### config.mk
export PLATFORM = sky130hd
export DESIGN_NAME = k8088_bus_arbiter_flat
export DESIGN_NICKNAME = d
export VERILOG_FILES = /design/src/rtl/k8088_bus_arbiter_if.sv /design/src/rtl/k8088_bus_arbiter.sv /design/src/flat_wrapper.sv
export SDC_FILE = /design/constraint.sdc
export NUM_CORES = 1
export LEC_CHECK = 0
export ABC_AREA = 1
export CAP_MARGIN = 20
export CORE_ASPECT_RATIO = 0.7
export CORE_UTILIZATION = 36
export CTS_BUF_LIST = sky130_fd_sc_hd__clkbuf_8
export CTS_CLUSTER_DIAMETER = 50
export DETAILED_ROUTE_END_ITERATION = 8
export PLACE_DENSITY = 0.95
export SYNTH_ARGS = -nofsm -noshare
export SYNTH_HDL_FRONTEND = slang
export SYNTH_SLANG_ARGS = --single-unit
### constraint.sdc
create_clock -name clock -period 2 [get_ports clock]
set_input_delay 0.2 -clock clock [delete_from_list [all_inputs] [get_ports clock]]
set_output_delay 0.2 -clock clock [all_outputs]
set_load 0.03 [all_outputs]
### src/rtl/k8088_bus_arbiter_if.sv
// k8088 bus bundle: CPU pins, DMA requester handshake and the synchronous memory port.
// slave = arbiter side, master = the surrounding CPU / requester / memory.
interface k8088_bus_arbiter_if;
    logic [19:0] cpu_address;
    logic [7:0]  cpu_out;
    logic        cpu_we;
    logic [7:0]  cpu_in;
    logic        cpu_chipen;

    logic        dma_req;
    logic [19:0] dma_addr;
    logic        dma_we;
    logic [7:0]  dma_wdata;
    logic        dma_ack;
    logic        dma_rvalid;
    logic [7:0]  dma_rdata;

    logic [19:0] mem_address;
    logic [7:0]  mem_wdata;
    logic        mem_we;
    logic [7:0]  mem_rdata;

    modport slave (
        input  cpu_address, cpu_out, cpu_we,
        output cpu_in, cpu_chipen,
        input  dma_req, dma_addr, dma_we, dma_wdata,
        output dma_ack, dma_rvalid, dma_rdata,
        output mem_address, mem_wdata, mem_we,
        input  mem_rdata
    );

    modport master (
        output cpu_address, cpu_out, cpu_we,
        input  cpu_in, cpu_chipen,
        output dma_req, dma_addr, dma_we, dma_wdata,
        input  dma_ack, dma_rvalid, dma_rdata,
        input  mem_address, mem_wdata, mem_we,
        output mem_rdata
    );
endinterface

### src/rtl/k8088_bus_arbiter.sv
// Shares one memory port between the k8088 CPU and a DMA requester, freezing the CPU via chipen.
// Latency: request -> first ack 1 cycle once the CPU has had CPU_MIN cycles; rvalid 1 cycle after a read ack.
// Backpressure: requester holds req/addr until dma_ack; the CPU is stalled (chipen=0) while DMA owns the port.
module k8088_bus_arbiter #(
    parameter int CPU_MIN   = 4,
    parameter int BURST_MAX = 8
) (
    input  logic                 clock,
    input  logic                 reset_n,
    k8088_bus_arbiter_if.slave   bus
);
    typedef enum logic [1:0] {S_CPU, S_DMA, S_RESTORE} state_t;

    state_t      state, state_nxt;
    logic [7:0]  run, run_nxt;
    logic [7:0]  burst, burst_nxt;
    logic        rvalid_q;

    logic        chipen;
    logic        ack;
    logic [19:0] address;
    logic [7:0]  wdata;
    logic        we;

    // run counts earlier S_CPU cycles, so +1 includes the current one; this
    // gives exactly CPU_MIN CPU cycles per gap and still at least one when CPU_MIN=0.
    logic [8:0]  run_inc;
    logic [8:0]  burst_inc;
    logic        run_ok;
    logic        burst_more;

    assign run_inc    = {1'b0, run} + 9'd1;
    assign burst_inc  = {1'b0, burst} + 9'd1;
    assign run_ok     = run_inc >= 9'(CPU_MIN);
    assign burst_more = burst_inc < 9'(BURST_MAX);

    always_ff @(posedge clock or negedge reset_n) begin
        if (!reset_n) begin
            state    <= S_CPU;
            run      <= 8'd0;
            burst    <= 8'd0;
            rvalid_q <= 1'b0;
        end else begin
            state    <= state_nxt;
            run      <= run_nxt;
            burst    <= burst_nxt;
            rvalid_q <= ack && !bus.dma_we;
        end
    end

    always_comb begin
        state_nxt = state;
        run_nxt   = run;
        burst_nxt = burst;
        chipen    = 1'b0;
        ack       = 1'b0;
        address   = bus.cpu_address;
        wdata     = bus.cpu_out;
        we        = bus.cpu_we;
        case (state)
            S_CPU: begin
                chipen  = 1'b1;
                run_nxt = (run == 8'hFF) ? run : run + 8'd1;
                if (bus.dma_req && run_ok) begin
                    state_nxt = S_DMA;
                    burst_nxt = 8'd0;
                end
            end
            S_DMA: begin
                ack     = bus.dma_req;
                address = bus.dma_addr;
                wdata   = bus.dma_wdata;
                // the held CPU write must never reach memory here
                we      = bus.dma_req && bus.dma_we;
                if (ack) burst_nxt = burst + 8'd1;
                if (!(bus.dma_req && burst_more)) state_nxt = S_RESTORE;
            end
            S_RESTORE: begin
                state_nxt = S_CPU;
                run_nxt   = 8'd0;
            end
            default: begin
                state_nxt = S_CPU;
            end
        endcase
    end

    assign bus.cpu_chipen  = chipen;
    assign bus.dma_ack     = ack;
    assign bus.mem_address = address;
    assign bus.mem_wdata   = wdata;
    assign bus.mem_we      = we;
    assign bus.cpu_in      = bus.mem_rdata;
    assign bus.dma_rdata   = bus.mem_rdata;
    assign bus.dma_rvalid  = rvalid_q;
endmodule

### src/flat_wrapper.sv
// flat-port wrapper written by rule: the top's interface ports become plain ports
module k8088_bus_arbiter_flat 
#(
    parameter int CPU_MIN   = 4,
    parameter int BURST_MAX = 8
)
  (clock, reset_n, bus_cpu_address, bus_cpu_out, bus_cpu_we, bus_cpu_in, bus_cpu_chipen, bus_dma_req, bus_dma_addr, bus_dma_we, bus_dma_wdata, bus_dma_ack, bus_dma_rvalid, bus_dma_rdata, bus_mem_address, bus_mem_wdata, bus_mem_we, bus_mem_rdata);
  k8088_bus_arbiter_if bus_i ();
  input  logic clock;
  input  logic reset_n;
  input wire logic [$bits(bus_i.cpu_address)-1:0] bus_cpu_address;
  input wire logic [$bits(bus_i.cpu_out)-1:0] bus_cpu_out;
  input wire logic [$bits(bus_i.cpu_we)-1:0] bus_cpu_we;
  output wire logic [$bits(bus_i.cpu_in)-1:0] bus_cpu_in;
  output wire logic [$bits(bus_i.cpu_chipen)-1:0] bus_cpu_chipen;
  input wire logic [$bits(bus_i.dma_req)-1:0] bus_dma_req;
  input wire logic [$bits(bus_i.dma_addr)-1:0] bus_dma_addr;
  input wire logic [$bits(bus_i.dma_we)-1:0] bus_dma_we;
  input wire logic [$bits(bus_i.dma_wdata)-1:0] bus_dma_wdata;
  output wire logic [$bits(bus_i.dma_ack)-1:0] bus_dma_ack;
  output wire logic [$bits(bus_i.dma_rvalid)-1:0] bus_dma_rvalid;
  output wire logic [$bits(bus_i.dma_rdata)-1:0] bus_dma_rdata;
  output wire logic [$bits(bus_i.mem_address)-1:0] bus_mem_address;
  output wire logic [$bits(bus_i.mem_wdata)-1:0] bus_mem_wdata;
  output wire logic [$bits(bus_i.mem_we)-1:0] bus_mem_we;
  input wire logic [$bits(bus_i.mem_rdata)-1:0] bus_mem_rdata;
  assign bus_i.cpu_address = bus_cpu_address;
  assign bus_i.cpu_out = bus_cpu_out;
  assign bus_i.cpu_we = bus_cpu_we;
  assign bus_cpu_in = bus_i.cpu_in;
  assign bus_cpu_chipen = bus_i.cpu_chipen;
  assign bus_i.dma_req = bus_dma_req;
  assign bus_i.dma_addr = bus_dma_addr;
  assign bus_i.dma_we = bus_dma_we;
  assign bus_i.dma_wdata = bus_dma_wdata;
  assign bus_dma_ack = bus_i.dma_ack;
  assign bus_dma_rvalid = bus_i.dma_rvalid;
  assign bus_dma_rdata = bus_i.dma_rdata;
  assign bus_mem_address = bus_i.mem_address;
  assign bus_mem_wdata = bus_i.mem_wdata;
  assign bus_mem_we = bus_i.mem_we;
  assign bus_i.mem_rdata = bus_mem_rdata;
  k8088_bus_arbiter #(.CPU_MIN(CPU_MIN), .BURST_MAX(BURST_MAX)) u_core (.clock(clock), .reset_n(reset_n), .bus(bus_i));
endmodule
==> impl_metrics.json, run 1 <==
{
  "status": "finished clean",
  "fmax_ghz": 0.569,
  "synth_common_cells": "nand2_1, inv_1, nand3_1, dfrtp_1, buf_4",
  "ys.flop_type": "dfrtp_1",
  "slew_headroom": 0.791,
  "ctsHtreeMaxLevel": 1,
  "end_kind": "primary output",
  "critPathMostFrequentCell": "buf_4",
  "core_area_um2": 4090,
  "yosys_warnings": 0,
  "required_ns": 1.80,
  "grt_start_max_net_pins": 29,
  "cpLargestDelayFamily": "buffers and inverters",
  "r2r_slack_ns": 0.33,
  "gp_congestion": 0.910,
  "cts_sinks": 19,
  "syn_area_um2": 1610,
  "ios": 117,
  "multi_input_area_um2": 880,
  "ys_seq_area_frac": 0.296,
  "grt.met3_usage": 0.0472,
  "final_nets": 410,
  "p_leak_uw": 0.00128,
  "grt_pass1_wl_um": 7360,
  "dp_hpwl_um": 3700,
  "cp_slowest_cell": "dfrtp_1",
  "grt_setup_unrepaired": "false",
  "total_power_uw": 2470,
  "register_area_um2": 475,
  "hold_path.class": "in -> async",
  "min_period_ns": 1.76,
  "critPathLaunchType": "register",
  "die_area_um2": 4740,
  "pwr_density_cell_nw_per_um2": 1020,
  "maxCapViolations": 0,
  "wl_per_cell_um": 11.7,
  "insertion_delay_ns": 0.26,
  "routed_wl_um": 4560,
  "setup_viol": 0,
  "yosysTopAreaCellShare": 0.304,
  "grt_pass1_vias": 1680,
  "hold_viol": 0,
  "path_clk_slew_ns": 0.08,
  "yosys.area.top_type": "nand2_1",
  "drc": 0,
  "critPathBufInv": 3,
  "min_period_over_period": 0.879,
  "fin_skew_ns": 0.00753,
  "synth_nets": 334,
  "grtUsageMet2": 0.340,
  "portBuffers": 92,
  "worstSetupPathType": "reg -> out",
  "synth_edf_count": 0,
  "first_pass_iters": 4,
  "via_per_inst": 4.70,
  "cts_setup_buffers": 0,
  "yosysMostFrequentCell": "nand2_1",
  "cts_made_buffers": 3,
  "max_stage_delay_ns": 0.41,
  "fin_hold_ws_ns": 0.270,
  "final_antenna_net_count": 0,
  "yosys-top-cells-area": "nand2_1, dfrtp_1, buf_4, nand3_1, inv_1",
  "floorplan.initialDensity": 0.393,
  "synth_cell_types": 27,
  "root_buffer": "clkbuf_8",
  "cts_buffer_depth": 2,
  "grt_usage": 0.199,
  "final_max_slew_viol_count": 0,
  "async_flop_share": 1.00,
  "rows": 19,
  "fin_util": 0.595,
  "syn_area_per_cell_um2": 6.11,
  "crit_chain": "inv_2 > nand2_1 > buf_4 > nor2_2 > a22o_1 > buf_4",
  "dieWidth_um": 81.8,
  "antenna_found_initial": 0,
  "area_growth_pct": 51.3,
  "tightest_slew_ns": 0.313,
  "worst-path-max-fanout": 8,
  "drive_gt1_frac": 0.139,
  "met1_usage": 0.260,
  "yosys_register_bits": 19,
  "die_h_um": 57.9,
  "cts_tree": "done",
  "fin_setup_tns_ns": 0,
  "fillerInstances": 383,
  "drtIter0Drc": 50,
  "irDropWorstVdd_v": 0.000498,
  "top_usage_layer": "met2",
  "antenna-diode-count": 0,
  "vias": 1833,
  "crit_arrival_ns": 1.56,
  "syn_inst": 263,
  "grt-ovfl-total": 0
}
-- cells in the final DEF, fill, tap and decap left out, drive strengths merged, types with 2 or more instances in the layout --
cell / Yosys / final
o21bai: 2 / 2
xor2: 2 / 2
ha: 2 / 2
nand4: 7 / 7
dfrtp: 19 / 19
o31ai: 2 / 2
nor3: 2 / 2
buf: 22 / 34
clkbuf: 3 / 3
nand3: 20 / 20
nand2: 133 / 133
o21ai: 4 / 4
inv: 23 / 23
clkdlybuf4s50: 0 / 61
o22ai: 2 / 2
nor2: 16 / 16
-- logic make-up after synthesis --
| family | after synthesis | synth area share |
|---|---|---|
| xor gates and xnor gates | 3 | 0.0164 |
| adders and majority gates | 2 | 0.0156 |
| AOI/OAI and AO/OA | 11 | 0.0444 |
| buffers and inverters | 48 | 0.157 |
| DFF | 19 | 0.296 |
| and+or+nand+nor | 180 | 0.471 |
-- layout make-up --
cell class	instances	area share
Tap cell	52	0.0268
Inverter	23	0.0355
Clock inverter	1	0.00206
Sequential cell	19	0.196
Timing Repair Buffer	96	0.361
Clock buffer	3	0.0170
Multi-Input combinational cell	196	0.362
-- worst register-to-register path: cells and delay by family, from the launching register on --
family | cells | cell delay [ns]
and+or+nand+nor | 6 | 0.70
AOI/OAI and AO/OA | 1 | 0.07
buffers and inverters | 1 | 0.15
adders and majority gates | 1 | 0.25
DFF | 1 | 0.41
-- report_power, final --
part	switching [µW]	leakage [µW]	total [µW]	internal, µW
registers	95.0	0.000257	554	459
clock network	135	0.0000255	274	139
logic	1040	0.00100	1640	607
total	1270	0.00128	2470	1210
-- worst paths after layout --
kind,cells after the start,start,endpoint
setup / recovery,6,u_core.state[1]$_DFFE_PN0P_,bus_mem_we
hold / removal,2,reset_n,u_core.state[0]$_DFFE_PN0P_
setup reg to reg,9,u_core.run[0]$_DFFE_PN0P_,u_core.run[3]$_DFFE_PN0P_
hold reg to reg,2,u_core.burst[7]$_DFFE_PN0P_,u_core.burst[7]$_DFFE_PN0P_
max in group asynchronous,2,reset_n,u_core.run[2]$_DFFE_PN0P_
min in group clock,0,bus_mem_rdata[3],bus_cpu_in[3]
-- repair_timing --
| action | 4_1_cts | 5_1_grt |
|---|---|---|
| gates resized for setup | 0 | 1 |
| hold buffers | 0 | 0 |
| setup endpoints to repair | 0 | 1 |
-- sequential cells by signal, summed over array words and instances (netlist names) --
| signal | count |
|---|---|
| u_core.state | 2 |
| u_core.bus.dma_rvalid | 1 |
| u_core.burst | 8 |
| u_core.run | 8 |
-- metrics by stage --
| stage | setup slack [ns] | area (µm²) | std cells |
|---|---|---|---|
| 2_1_floorplan | 0.388 | 1610 | 263 |
| 3_3_place_gp | 0.336 | 2380 | 386 |
| 3_5_place_dp | 0.280 | 2380 | 386 |
| 4_1_cts | 0.0304 | 2430 | 390 |
| 5_1_grt | 0.0840 | 2430 | 390 |
| 6_report | 0.243 | 2430 | 390 |
-- routing by layer --
layer | wire, µm | up-vias
met5 | 0 | -
met4 | 12 | 0
met3 | 284 | 3
met2 | 2250 | 64
met1 | 2000 | 817
li1 | - | 949
(Power assumes the default switching activity.)
==> inputs of run 2 (changes only) <==
--- a/config.mk
+++ b/config.mk
@@ -12,6 +12,7 @@
 export CTS_BUF_LIST = sky130_fd_sc_hd__clkbuf_8
 export CTS_CLUSTER_DIAMETER = 50
 export DETAILED_ROUTE_END_ITERATION = 8
+export GPL_TIMING_DRIVEN = 0
 export PLACE_DENSITY = 0.95
 export SYNTH_ARGS = -nofsm -noshare
 export SYNTH_HDL_FRONTEND = slang
==> impl_metrics.json, run 2 (synthesis gave the netlist of run 1 again) <==
{
  "status": "finished clean",
  "wl_per_cell_um": 12.2,
  "cts_setup_buffers": 0,
  "crit_chain": "inv_2 > nand2_2 > inv_1 > clkbuf_2 > nand2_1 > nand2_1 > clkdlybuf4s15_1",
  "critPathMostFrequentCell": "nand2_1",
  "fin_skew_ns": 0.00939,
  "pwr_density_cell_nw_per_um2": 930,
  "ios": 117,
  "hold_path.class": "in -> async",
  "die_area_um2": 4740,
  "total_power_uw": 2550,
  "drc": 0,
  "drtIter0Drc": 205,
  "fillerInstances": 347,
  "grt_pass1_wl_um": 7870,
  "antenna-diode-count": 0,
  "cts_made_buffers": 3,
  "crit_arrival_ns": 1.71,
  "top_usage_layer": "met2",
  "slew_headroom": 0.432,
  "drive_gt1_frac": 0.141,
  "end_kind": "primary output",
  "insertion_delay_ns": 0.26,
  "grt.met3_usage": 0.0362,
  "critPathLaunchType": "register",
  "die_h_um": 57.9,
  "cp_slowest_cell": "dfrtp_1",
  "dp_hpwl_um": 4240,
  "required_ns": 1.80,
  "grt_usage": 0.217,
  "grt_pass1_vias": 1825,
  "tightest_slew_ns": 0.850,
  "cts_buffer_depth": 2,
  "area_growth_pct": 70.7,
  "fmax_ghz": 0.522,
  "floorplan.initialDensity": 0.393,
  "core_area_um2": 4090,
  "routed_wl_um": 5210,
  "critPathBufInv": 4,
  "antenna_found_initial": 0,
  "grt-ovfl-total": 0,
  "final_antenna_net_count": 0,
  "hold_viol": 0,
  "register_area_um2": 475,
  "via_per_inst": 4.75,
  "irDropWorstVdd_v": 0.000520,
  "min_period_ns": 1.91,
  "dieWidth_um": 81.8,
  "setup_viol": 0,
  "layout_common_cells": "nand2_1, clkdlybuf4s50_1, inv_1",
  "worst-path-max-fanout": 10,
  "met1_usage": 0.269,
  "final_max_slew_viol_count": 0,
  "final_nets": 447,
  "max_stage_delay_ns": 0.39,
  "cts_sinks": 19,
  "grt_start_max_net_pins": 20,
  "worstSetupPathType": "reg -> out",
  "grt_setup_unrepaired": "false",
  "cpLargestDelayFamily": "buffers and inverters",
  "multi_input_area_um2": 882,
  "portBuffers": 108,
  "ctsHtreeMaxLevel": 1,
  "gp_congestion": 0.846,
  "vias": 2029,
  "path_clk_slew_ns": 0.07,
  "fin_hold_ws_ns": 0.421,
  "root_buffer": "clkbuf_8",
  "min_period_over_period": 0.957,
  "final_common_cell": "nand2_1",
  "reg_top3": "u_core.burst (8), u_core.run (8), u_core.state (2)",
  "rows": 19,
  "grtUsageMet2": 0.400,
  "p_leak_uw": 0.00143,
  "cts_tree": "done",
  "maxCapViolations": 0,
  "first_pass_iters": 4
}
run 2: where the power goes:
group	leakage (µW)	internal, µW	switching, µW
sequential	0.000257	459	70.0
clock	0.0000255	139	128
combinational	0.00115	620	1140
run 2: worst register-to-register path, cell delays in order, from the launching register on:
cell	delay, ns
dfrtp_1	0.42
ha_1	0.25
nand2_1	0.09
nor2_2	0.13
nand2_1	0.06
nand2_1	0.06
nand2_1	0.08
nor2_1	0.13
nand2_1	0.11
nand2_4	0.14
nand2_2	0.07
nand2_1	0.06
nand2_1	0.05
run 2: final timing paths:
path	slack [ns]	to	depth (start not counted)	start
worst min-delay path	0.42	u_core.burst[4]$_DFFE_PN0P_	1	reset_n
worst max-delay path	0.09	bus_mem_address[18]	7	u_core.state[1]$_DFFE_PN0P_
worst max register to register	0.26	u_core.burst[4]$_DFFE_PN0P_	12	u_core.run[1]$_DFFE_PN0P_
worst min register to register	0.54	u_core.burst[1]$_DFFE_PN0P_	2	u_core.burst[1]$_DFFE_PN0P_
max in group asynchronous	1.05	u_core.burst[6]$_DFFE_PN0P_	1	reset_n
min in group clock	0.51	u_core.bus.dma_rvalid$_DFF_PN0_	2	bus_dma_we
run 2: repair_timing:
| action | in CTS | in global routing |
|---|---|---|
| gates resized for setup | 58 | 42 |
| endpoints found under the setup margin | 30 | 30 |
| hold buffers | 0 | 0 |
| hold endpoints to repair | 0 | 0 |
run 2: area by class of cell:
cell class / instances / area share
Clock buffer: 3 / 0.0151
Tap cell: 52 / 0.0237
Inverter: 23 / 0.0315
Timing Repair Buffer: 108 / 0.368
Sequential cell: 19 / 0.173
Clock inverter: 1 / 0.00182
Buffer: 25 / 0.0648
Multi-Input combinational cell: 196 / 0.322
run 2: routing by layer:
metal	routed length (µm)	vias up	part of all wire
li1	-	1026	-
met1	2100	921	0.40
met2	2750	80	0.53
met3	353	2	0.068
met4	11	0	0.0021
met5	0	-	0
run 2: through the flow:
| step | TNS [ns] | setup slack, ns | instance area [µm²] | utilization | instances |
|---|---|---|---|---|---|
| 2_1_floorplan | 0 | 0.388 | 1610 | - | 263 |
| 5_1_grt | 0 | 0.00535 | 2740 | 0.671 | 427 |
| 3_3_place_gp | -3.45 | -0.180 | 2750 | 0.673 | 423 |
| 3_5_place_dp | -4.65 | -0.234 | 2750 | 0.673 | 423 |
| 6_report | 0 | 0.0855 | 2740 | 0.671 | 427 |
| 4_1_cts | 0 | 0.000521 | 2790 | 0.682 | 427 |
